$ cat src/rtl/clk_div_pkg.sv
// Shared types and constants for the run-time programmable clock divider.
package clk_div_pkg;

    typedef enum logic [1:0] {
        ST_IDLE = 2'd0,
        ST_RUN  = 2'd1,
        ST_PEND = 2'd2
    } div_state_e;

    localparam int DEF_CNT_W = 8;
    localparam int STATS_W   = 16;

endpackage

$ cat src/rtl/clk_div_ctrl_if.sv
// Ratio request handshake and divider outputs between requester and clk_div_ctrl.
interface clk_div_ctrl_if
    import clk_div_pkg::*;
#(
    parameter int CNT_W = DEF_CNT_W
);
    logic             div_req;
    logic [CNT_W-1:0] div_val;
    logic             div_ack;
    logic             busy;
    logic [CNT_W-1:0] cur_div;
    logic             tick;
    logic             sq_out;

    modport master (
        output div_req,
        output div_val,
        input  div_ack,
        input  busy,
        input  cur_div,
        input  tick,
        input  sq_out
    );

    modport slave (
        input  div_req,
        input  div_val,
        output div_ack,
        output busy,
        output cur_div,
        output tick,
        output sq_out
    );
endinterface

$ cat src/rtl/clk_div_core.sv
// Period counter for the divider: counts 0..ratio-1 and decodes tick / sq_out
// from registered state only.
module clk_div_core
    import clk_div_pkg::*;
#(
    parameter int CNT_W = DEF_CNT_W
) (
    input  logic             clk,
    input  logic             rst_n,
    input  logic             run,
    input  logic [CNT_W-1:0] ratio,
    input  logic             restart,
    output logic             tick,
    output logic             sq_out
);

    logic [CNT_W-1:0] cnt_q, cnt_d;
    logic [CNT_W-1:0] last;
    logic [CNT_W:0]   half_up;

    assign last    = ratio - {{(CNT_W-1){1'b0}}, 1'b1};
    // ceil(ratio/2) needs one extra bit so the maximum ratio does not overflow
    assign half_up = ({1'b0, ratio} + {{CNT_W{1'b0}}, 1'b1}) >> 1;

    always_comb begin
        cnt_d = cnt_q;
        if (restart || !run) begin
            cnt_d = '0;
        end else if (cnt_q == last) begin
            cnt_d = '0;
        end else begin
            cnt_d = cnt_q + {{(CNT_W-1){1'b0}}, 1'b1};
        end
    end

    always_ff @(posedge clk or negedge rst_n) begin
        if (!rst_n) begin
            cnt_q <= '0;
        end else begin
            cnt_q <= cnt_d;
        end
    end

    assign tick   = run && (cnt_q == last);
    assign sq_out = run && ({1'b0, cnt_q} < half_up);

endmodule

$ cat src/rtl/clk_div_ctrl.sv
// Run-time divider controller: req/ack ratio handshake, boundary-aligned ratio switching.
// Optional tick statistics counter enabled with CLK_DIV_CTRL_STATS_EN.
//
// state   | meaning
// --------+-----------------------------------------------------------
// IDLE    | divider stopped, cur_div = 0
// RUN     | counting with cur_div, requests accepted
// PEND    | counting with cur_div, next ratio waiting in pend_div
module clk_div_ctrl
    import clk_div_pkg::*;
#(
    parameter int CNT_W = DEF_CNT_W
) (
    input  logic               clk,
    input  logic               rst_n,
`ifdef CLK_DIV_CTRL_STATS_EN
    input  logic               stats_clr,
    output logic [STATS_W-1:0] tick_cnt,
`endif
    clk_div_ctrl_if.slave      bus
);

    div_state_e       state_q, state_d;
    logic [CNT_W-1:0] cur_div_q, cur_div_d;
    logic [CNT_W-1:0] pend_div_q, pend_div_d;
    logic             ack_q, ack_d;
    logic             accept;
    logic             load;
    logic             run_w;
    logic             tick_w;
    logic             sq_w;

    assign run_w  = (state_q != ST_IDLE);
    // No sampling while ack is out or while a ratio is already pending
    assign accept = bus.div_req && !ack_q &&
                    ((state_q == ST_IDLE) || (state_q == ST_RUN));

    always_comb begin
        state_d    = state_q;
        cur_div_d  = cur_div_q;
        pend_div_d = pend_div_q;
        ack_d      = 1'b0;
        load       = 1'b0;
        case (state_q)
            ST_IDLE: begin
                if (accept) begin
                    ack_d = 1'b1;
                    if (bus.div_val != '0) begin
                        state_d   = ST_RUN;
                        cur_div_d = bus.div_val;
                        load      = 1'b1;
                    end
                end
            end
            ST_RUN: begin
                if (accept) begin
                    ack_d = 1'b1;
                    if (tick_w) begin
                        if (bus.div_val == '0) begin
                            state_d   = ST_IDLE;
                            cur_div_d = '0;
                        end else begin
                            cur_div_d = bus.div_val;
                            load      = 1'b1;
                        end
                    end else begin
                        pend_div_d = bus.div_val;
                        state_d    = ST_PEND;
                    end
                end
            end
            ST_PEND: begin
                if (tick_w) begin
                    pend_div_d = '0;
                    if (pend_div_q == '0) begin
                        state_d   = ST_IDLE;
                        cur_div_d = '0;
                    end else begin
                        state_d   = ST_RUN;
                        cur_div_d = pend_div_q;
                        load      = 1'b1;
                    end
                end
            end
            default: begin
                state_d = ST_IDLE;
            end
        endcase
    end

    always_ff @(posedge clk or negedge rst_n) begin
        if (!rst_n) begin
            state_q    <= ST_IDLE;
            cur_div_q  <= '0;
            pend_div_q <= '0;
            ack_q      <= 1'b0;
        end else begin
            state_q    <= state_d;
            cur_div_q  <= cur_div_d;
            pend_div_q <= pend_div_d;
            ack_q      <= ack_d;
        end
    end

    clk_div_core #(
        .CNT_W (CNT_W)
    ) u_core (
        .clk     (clk),
        .rst_n   (rst_n),
        .run     (run_w),
        .ratio   (cur_div_q),
        .restart (load),
        .tick    (tick_w),
        .sq_out  (sq_w)
    );

    assign bus.div_ack = ack_q;
    assign bus.busy    = run_w;
    assign bus.cur_div = cur_div_q;
    assign bus.tick    = tick_w;
    assign bus.sq_out  = sq_w;

`ifdef CLK_DIV_CTRL_STATS_EN
    logic [STATS_W-1:0] tick_cnt_q;
    logic               ratio_chg;

    // A stop (cur_div -> 0) also counts as a ratio change
    assign ratio_chg = load || (cur_div_d != cur_div_q);

    always_ff @(posedge clk or negedge rst_n) begin
        if (!rst_n) begin
            tick_cnt_q <= '0;
        end else if (stats_clr || ratio_chg) begin
            tick_cnt_q <= '0;
        end else if (tick_w) begin
            tick_cnt_q <= tick_cnt_q + {{(STATS_W-1){1'b0}}, 1'b1};
        end
    end

    assign tick_cnt = tick_cnt_q;
`endif

endmodule

$ cat src/flat_wrapper.sv
// flat-port wrapper written by rule: the top's interface ports become plain ports
module clk_div_ctrl_flat import clk_div_pkg::*;
#(
    parameter int CNT_W = DEF_CNT_W
)
  (clk, rst_n, bus_div_req, bus_div_val, bus_div_ack, bus_busy, bus_cur_div, bus_tick, bus_sq_out);
  clk_div_ctrl_if #(.CNT_W(CNT_W)) bus_i ();
  input  logic clk;
  input  logic rst_n;
  input wire logic [$bits(bus_i.div_req)-1:0] bus_div_req;
  input wire logic [$bits(bus_i.div_val)-1:0] bus_div_val;
  output wire logic [$bits(bus_i.div_ack)-1:0] bus_div_ack;
  output wire logic [$bits(bus_i.busy)-1:0] bus_busy;
  output wire logic [$bits(bus_i.cur_div)-1:0] bus_cur_div;
  output wire logic [$bits(bus_i.tick)-1:0] bus_tick;
  output wire logic [$bits(bus_i.sq_out)-1:0] bus_sq_out;
  assign bus_i.div_req = bus_div_req;
  assign bus_i.div_val = bus_div_val;
  assign bus_div_ack = bus_i.div_ack;
  assign bus_busy = bus_i.busy;
  assign bus_cur_div = bus_i.cur_div;
  assign bus_tick = bus_i.tick;
  assign bus_sq_out = bus_i.sq_out;
  clk_div_ctrl #(.CNT_W(CNT_W)) u_core (.clk(clk), .rst_n(rst_n), .bus(bus_i));
endmodule
$ cat config.mk
export PLATFORM = sky130hd
export DESIGN_NAME = clk_div_ctrl_flat
export DESIGN_NICKNAME = d
export VERILOG_FILES = /design/src/rtl/clk_div_pkg.sv /design/src/rtl/clk_div_ctrl_if.sv /design/src/rtl/clk_div_core.sv /design/src/rtl/clk_div_ctrl.sv /design/src/flat_wrapper.sv
export SDC_FILE = /design/constraint.sdc
export NUM_CORES = 1
export LEC_CHECK = 0
export ABC_AREA = 1
export CORE_MARGIN = 1
export CORE_UTILIZATION = 35
export CTS_BUF_LIST = sky130_fd_sc_hd__clkbuf_4 sky130_fd_sc_hd__clkbuf_8
export DETAILED_ROUTE_END_ITERATION = 6
export SYNTH_ARGS = -nofsm -noshare
export SYNTH_HDL_FRONTEND = slang
export SYNTH_SLANG_ARGS = --single-unit
$ cat constraint.sdc
create_clock -name clk -period 4.09 [get_ports clk]
set_input_delay 0.818 -clock clk [delete_from_list [all_inputs] [get_ports clk]]
set_output_delay 0.818 -clock clk [all_outputs]
set_load 0.1 [all_outputs]
==> summary.md, run 1 <==
| Metric | Value |
|---|---|
| Slew Viols, Final | 0 |
| Initial antenna violation count | 0 |
| Resized Gates After CTS | 0 |
| Top post-synthesis cells by area | dfrtp_1, nand2_1, ha_1 |
| Number of iterations in the first detailed-routing pass | 4 |
| Worst hold path class | reg -> reg |
| Met3 Use GR | 3.26% |
| Met1 usage | 21.8% |
| Commonest cells in the netlist | nand2_1, inv_1, dfrtp_1 |
| Drt wl/cell | 12.1 um |
| Crit start category | flip-flop |
| Vias in the first global route | 1857 |
| Placer congestion estimate | 0.856 |
| DIE WIDTH | 80.9 um |
| Number of flops mapped to enable cells by yosys | 0 |
| N_diodes | 0 |
| Max Clock Freq | 288 MHz |
| Crit-path slowest cell | dfrtp_1 |
| # DRC | 0 |
| Die Y | 80.9 um |
| Worst setup margin | 0.614 ns |
| CTS buffer count | 3 |
| CTS tree | yes |
| Post-DP HPWL | 3730 um |
| First-pass GRT wire length | 8540 um |
| Routed vias | 1884 |
| Maxcap violations | 0 |
| Final wirelength | 4750 um |
| Synthesized cell area | 2180 um^2 |
| Synth-to-Final Area Change | 16.3% |
| CTS H-tree depth | 1 |
| Fraction of registers with async set/reset | 100% |
| Die footprint | 6540 um^2 |
| Ys flop type | dfrtp_1 |
| Largest net degree at the start of global routing | 28 |
| Critical Path RT | 3.27 ns |
| Fin crit share | 85.0% |
| Setup CP Type | reg -> out |
| Yosys top cell area share | 31.0% |
| Largest stage delay on the critical path | 0.52 ns |
| RSZ-0062 raised after global routing | false |
| Post-synth net total | 318 |
| Setup-failing EPs final | 0 |
| Post-synth cell types | 32 |
| CP Cell Sequence | inv_2, nor3_1, inv_1, nor2_1, inv_1, nor2_1, nand2_1, xor2_1, ha_1, a211o_1, a31oi_4, buf_4 |
| Avg Cell Area, Syn | 7.43 um^2 |
| Root Driver | clkbuf_8 |
| Port Buffers | 22 |
| Post-route clock skew | 0.00480 ns |
| Top-count cell post-synth | nand2_1 |
| Grt ovf | 0 |
| Buf+Inv Stages, Crit Path | 4 |
| YS warnings | 0 |
| Cells after Synth | 293 |
| Effective utilization at floorplan | 36.6% |
| Later-pin clock latency in the skew report | 0.28 ns |
| Area leader, netlist | dfrtp_1 |
| GRT Max-Usage Layer | met2 |
| Endpoint class of the critical path | output pin |
| Final min period | 3.48 ns |
| Slew HR | 33.4% |
| CTS Sinks | 27 |
| Number of I/O pins | 23 |
| Initial drt markers | 145 |
| Largest delay contributor family on the critical path | buffers and inverters |
| Overall routing resource usage | 16.8% |
| Antenna viol nets, final | 0 |
| Final Hold Viols | 0 |
| Final #Nets | 342 |
| Dpl ws | 0.929 ns |
| Slew @ Worst Pin | 0.996 ns |
| Crit path max fanout | 7 |
| Synthesized flop and latch total | 27 |
| Outcome | complete, no violations |
| GRT met2 Usage | 28.7% |
| Core Rows | 28 |
| Post-synthesis sequential area ratio | 31.0% |
| Vias/cell | 4.82 |
| Layout fillers | 642 |
| Clk buf depth | 2 |
| Core area | 5960 um^2 |
| Hold_buf cts | 0 |
| Clock-pin slew on the worst setup and hold paths | 0.11 ns |
| Total negative slack | 0 ns |
| Number of setup buffers added after CTS | 0 |
| Worst Path Arrival | 2.66 ns |
| Share of cells above drive strength 1 | 13.3% |
==> per-layer routing <==
layer	vias to the layer above	routed length, um
met5	-	0
met4	0	65
met3	8	149
met2	35	2310
met1	861	2220
li1	980	-
==> cell usage in the layout, fill, tap and decap left out, types with 2 or more instances in the layout <==
| master | n |
|---|---|
| nand4_1 | 8 |
| nand2_1 | 75 |
| o21ai_2 | 8 |
| o22ai_1 | 7 |
| nand2_4 | 2 |
| inv_2 | 7 |
| ha_1 | 14 |
| clkbuf_8 | 3 |
| nand2_2 | 7 |
| xnor2_1 | 5 |
| nor2_1 | 23 |
| clkdlybuf4s50_1 | 20 |
| nor3_1 | 4 |
| inv_1 | 44 |
| nor2_4 | 4 |
| dfrtp_1 | 27 |
| o21ai_0 | 5 |
| buf_4 | 3 |
| xor2_1 | 8 |
| o21bai_1 | 9 |
| o21ai_1 | 2 |
| nand3_1 | 15 |
| nand3_4 | 2 |
| a21oi_1 | 3 |
==> per-stage QoR <==
| stage | cells | utilization (%) | cell area (um^2) | hold slack (ns) |
|---|---|---|---|---|
| detailed placement | 387 | 41.7 | 2480 | 0.459 |
| floorplan | 293 | - | 2190 | 0.454 |
| global placement | 387 | 41.7 | 2480 | 0.455 |
| finish | 391 | 42.5 | 2530 | 0.478 |
| global route | 391 | 42.5 | 2530 | 0.491 |
| CTS | 391 | 42.5 | 2530 | 0.477 |
==> worst paths after layout <==
| path | start | end | slack [ns] | cells after the start |
|---|---|---|---|---|
| max | u_core.bus.cur_div[2] | bus_sq_out | 0.61 | 12 |
| min | u_core.bus.div_ack | u_core.bus.div_ack | 0.48 | 1 |
| max reg2reg | u_core.bus.cur_div[0] | u_core.bus.cur_div[7] | 1.85 | 14 |
| min reg2reg | u_core.bus.div_ack | u_core.bus.div_ack | 0.48 | 1 |
| max in group asynchronous | rst_n | u_core.bus.cur_div[3] | 2.92 | 2 |
| min in group asynchronous | rst_n | u_core.bus.cur_div[0] | 0.91 | 2 |
==> state kept, by name, indices dropped and copies added (netlist names) <==
signal               cells
u_core.u_core.cnt_q      8
u_core.bus.cur_div       8
u_core.pend_div_q        8
u_core.state_q           2
u_core.bus.div_ack       1
==> cell type report <==
class / instances / area [um^2] / share of cell area (%)
Multi-Input combinational cell: 211 / 1300 / 51.3
Timing Repair Buffer: 23 / 223 / 8.79
Tap cell: 75 / 93.8 / 3.71
Clock buffer: 3 / 41.3 / 1.63
Inverter: 51 / 191 / 7.56
Clock inverter: 1 / 8.76 / 0.346
Sequential cell: 27 / 676 / 26.7
==> logic make-up after synthesis <==
group / after synthesis / share of synthesized area, %
flip-flops: 27 / 31.0
buffers and inverters: 55 / 10.0
AND/OR/NAND/NOR: 144 / 32.8
AO/OA/AOI/OAI: 40 / 12.9
XOR/XNOR: 13 / 5.23
adder cells (fa/ha/maj): 14 / 8.05
Power of run 1 is not shown: default switching activity piles up to over one toggle a cycle in this logic, so the estimate is an artifact.
==> run 2: changes to the inputs <==
==> constraint.sdc (replaced) <==
create_clock -name clk -period 3 [get_ports clk]
set_input_delay 0.6 -clock clk [delete_from_list [all_inputs] [get_ports clk]]
set_output_delay 0.6 -clock clk [all_outputs]
set_load 0.1 [all_outputs]
==> run 2 against run 1 <==
Sequential share of layout area is 0.30 points lower. Utilization increased by 1.5 points. Routed wire length up 3.1%. Critical endpoint unchanged. Cell count grew 0.77%.
==> summary.md, run 2 (same netlist as run 1, synthesis figures left out) <==
| Metric | Value |
|---|---|
| Largest net degree at the start of global routing | 28 |
| Worst setup margin | 0.0204 ns |
| Die Y | 80.9 um |
| Outcome | complete, no violations |
| Clock-pin slew on the worst setup and hold paths | 0.11 ns |
| Critical Path Start | u_core.bus.cur_div[0] |
| Finished Layout Cells | 394 |
| Overall routing resource usage | 16.8% |
| Core Rows | 28 |
| Synth-to-Final Area Change | 20.5% |
| Slew Viols, Final | 0 |
| Initial drt markers | 63 |
| Commonest non-fill, non-tap cell in the layout | nand2_1 |
| First-pass GRT wire length | 8430 um |
| Antenna viol nets, final | 0 |
| Final wirelength | 4900 um |
| Post-DP HPWL | 3830 um |
| DRT met1 WL | 2290 um |
| Worst hold path startpoint | u_core.bus.div_ack |
| Worst Path Arrival | 2.38 ns |
| Placed inst area | 2510 um^2 |
| Worst Hold Depth | 1 |
| WL met3 | 170 um |
| Max Clock Freq | 336 MHz |
| Final Hold Viols | 0 |
| Endpoint class of the critical path | output pin |
| DR WL met2 | 2410 um |
| Slew @ Worst Pin | 0.451 ns |
| Crit start category | flip-flop |
| Clk buf depth | 2 |
| Flop2flop setup slack | 0.68 ns |
| Later-pin clock latency in the skew report | 0.28 ns |
| Dpl ws | 0.262 ns |
| Worst hold path class | reg -> reg |
| Share of cells above drive strength 1 | 22.3% |
| N_diodes | 0 |
| Commonest non-fill, non-tap cells in the layout | nand2_1, inv_1, nor2_1, dfrtp_1 |
| Effective utilization at floorplan | 36.6% |
| CTS Sinks | 27 |
| Slew HR | 69.7% |
| Hold EP | u_core.bus.div_ack |
| # DRC | 0 |
| Die footprint | 6540 um^2 |
| Top sig layer | met4 |
| Final min period | 2.98 ns |
| Fin crit share | 99.3% |
| CTS buffer count | 3 |
| Crit path max fanout | 4 |
| Number of iterations in the first detailed-routing pass | 4 |
| Placed insts | 387 |
| CTS H-tree depth | 1 |
| Core area | 5960 um^2 |
| Setup CP Type | reg -> out |
| CTS tree | yes |
| R2R cell count | 16 |
| Setup-failing EPs final | 0 |
| Port Buffers | 22 |
| Root Driver | clkbuf_8 |
| RR Endpoint | u_core.bus.cur_div[7] |
| Initial antenna violation count | 0 |
| Routed vias | 1878 |
| DIE WIDTH | 80.9 um |
| Vias in the first global route | 1799 |
| Post-route clock skew | 0.00686 ns |
| Final #Nets | 345 |
| Grt ovf | 0 |
| Finished Cell Area | 2620 um^2 |
| Number of I/O pins | 23 |
| Vias/cell | 4.77 |
| Maxcap violations | 0 |
| Drt wl/cell | 12.4 um |
| Placer congestion estimate | 0.828 |
| RSZ-0062 raised after global routing | true |
| Hold_buf cts | 0 |
| Critical Path RT | 2.40 ns |
| Reg-to-reg startpoint | u_core.bus.cur_div[0] |
==> run 2: worst max path at each step <==
stage                  to  depth (start not counted)  slack, ns
6_report       bus_sq_out                         10       0.02
5_1_grt        bus_sq_out                         10      -0.12
4_1_cts        bus_sq_out                         10      0.002
3_5_place_dp   bus_sq_out                         12       0.26
3_3_place_gp   bus_sq_out                         12       0.30
2_1_floorplan  bus_sq_out                         11      -0.11
==> run 2: metrics by stage <==
stage | setup TNS [ns] | util (%) | hold WS (ns)
2_1_floorplan | -0.113 | - | 0.304
3_3_place_gp | 0 | 42.2 | 0.456
3_5_place_dp | 0 | 42.2 | 0.457
4_1_cts | 0 | 43.5 | 0.475
5_1_grt | -0.115 | 44.0 | 0.500
6_report | 0 | 44.0 | 0.471
==> run 2: routing by layer <==
metal  vias up  global-route usage, %
met3         2                   3.48
met4         0                   2.14
li1        986                      -
met2        30                   29.6
met1       860                   21.5
met5         -                      0
==> run 2: worst max-delay path, stage by stage, from the launching register on <==
cell and delay, ns:
dfrtp_4 0.53, ha_4 0.18, xnor2_1 0.12, ha_1 0.26, a21boi_1 0.12, o211ai_1 0.17, nand2_1 0.09, a21oi_2 0.14
o21bai_2 0.09, a31oi_4 0.21, buf_12 0.19
==> run 2: final cells by class <==
type | count | area (um^2)
Fill cell | 657 | 3330
Tap cell | 75 | 93.8
Clock inverter | 1 | 8.76
Clock buffer | 3 | 41.3
Timing Repair Buffer | 26 | 245
Inverter | 51 | 199
Sequential cell | 27 | 692
Multi-Input combinational cell | 211 | 1340
==> run 2: what timing repair did <==
item                       CTS  global route
setup endpoints to repair    1             1
resized for setup            2             8
setup buffers                3             0
pin swaps                    1             5
Power of run 2 is left out for the same reason.
==> run 3: changes to the inputs <==
--- a/config.mk
+++ b/config.mk
@@ -6,6 +6,7 @@
 export NUM_CORES = 1
 export LEC_CHECK = 0
 export ABC_AREA = 1
+export CAP_MARGIN = 20
 export CORE_MARGIN = 1
 export CORE_UTILIZATION = 35
 export CTS_BUF_LIST = sky130_fd_sc_hd__clkbuf_4 sky130_fd_sc_hd__clkbuf_8
==> results of run 3 <==
No change in the layout: final DEF, timing and power equal those of run 2.
Power of run 3 is left out for the same reason.
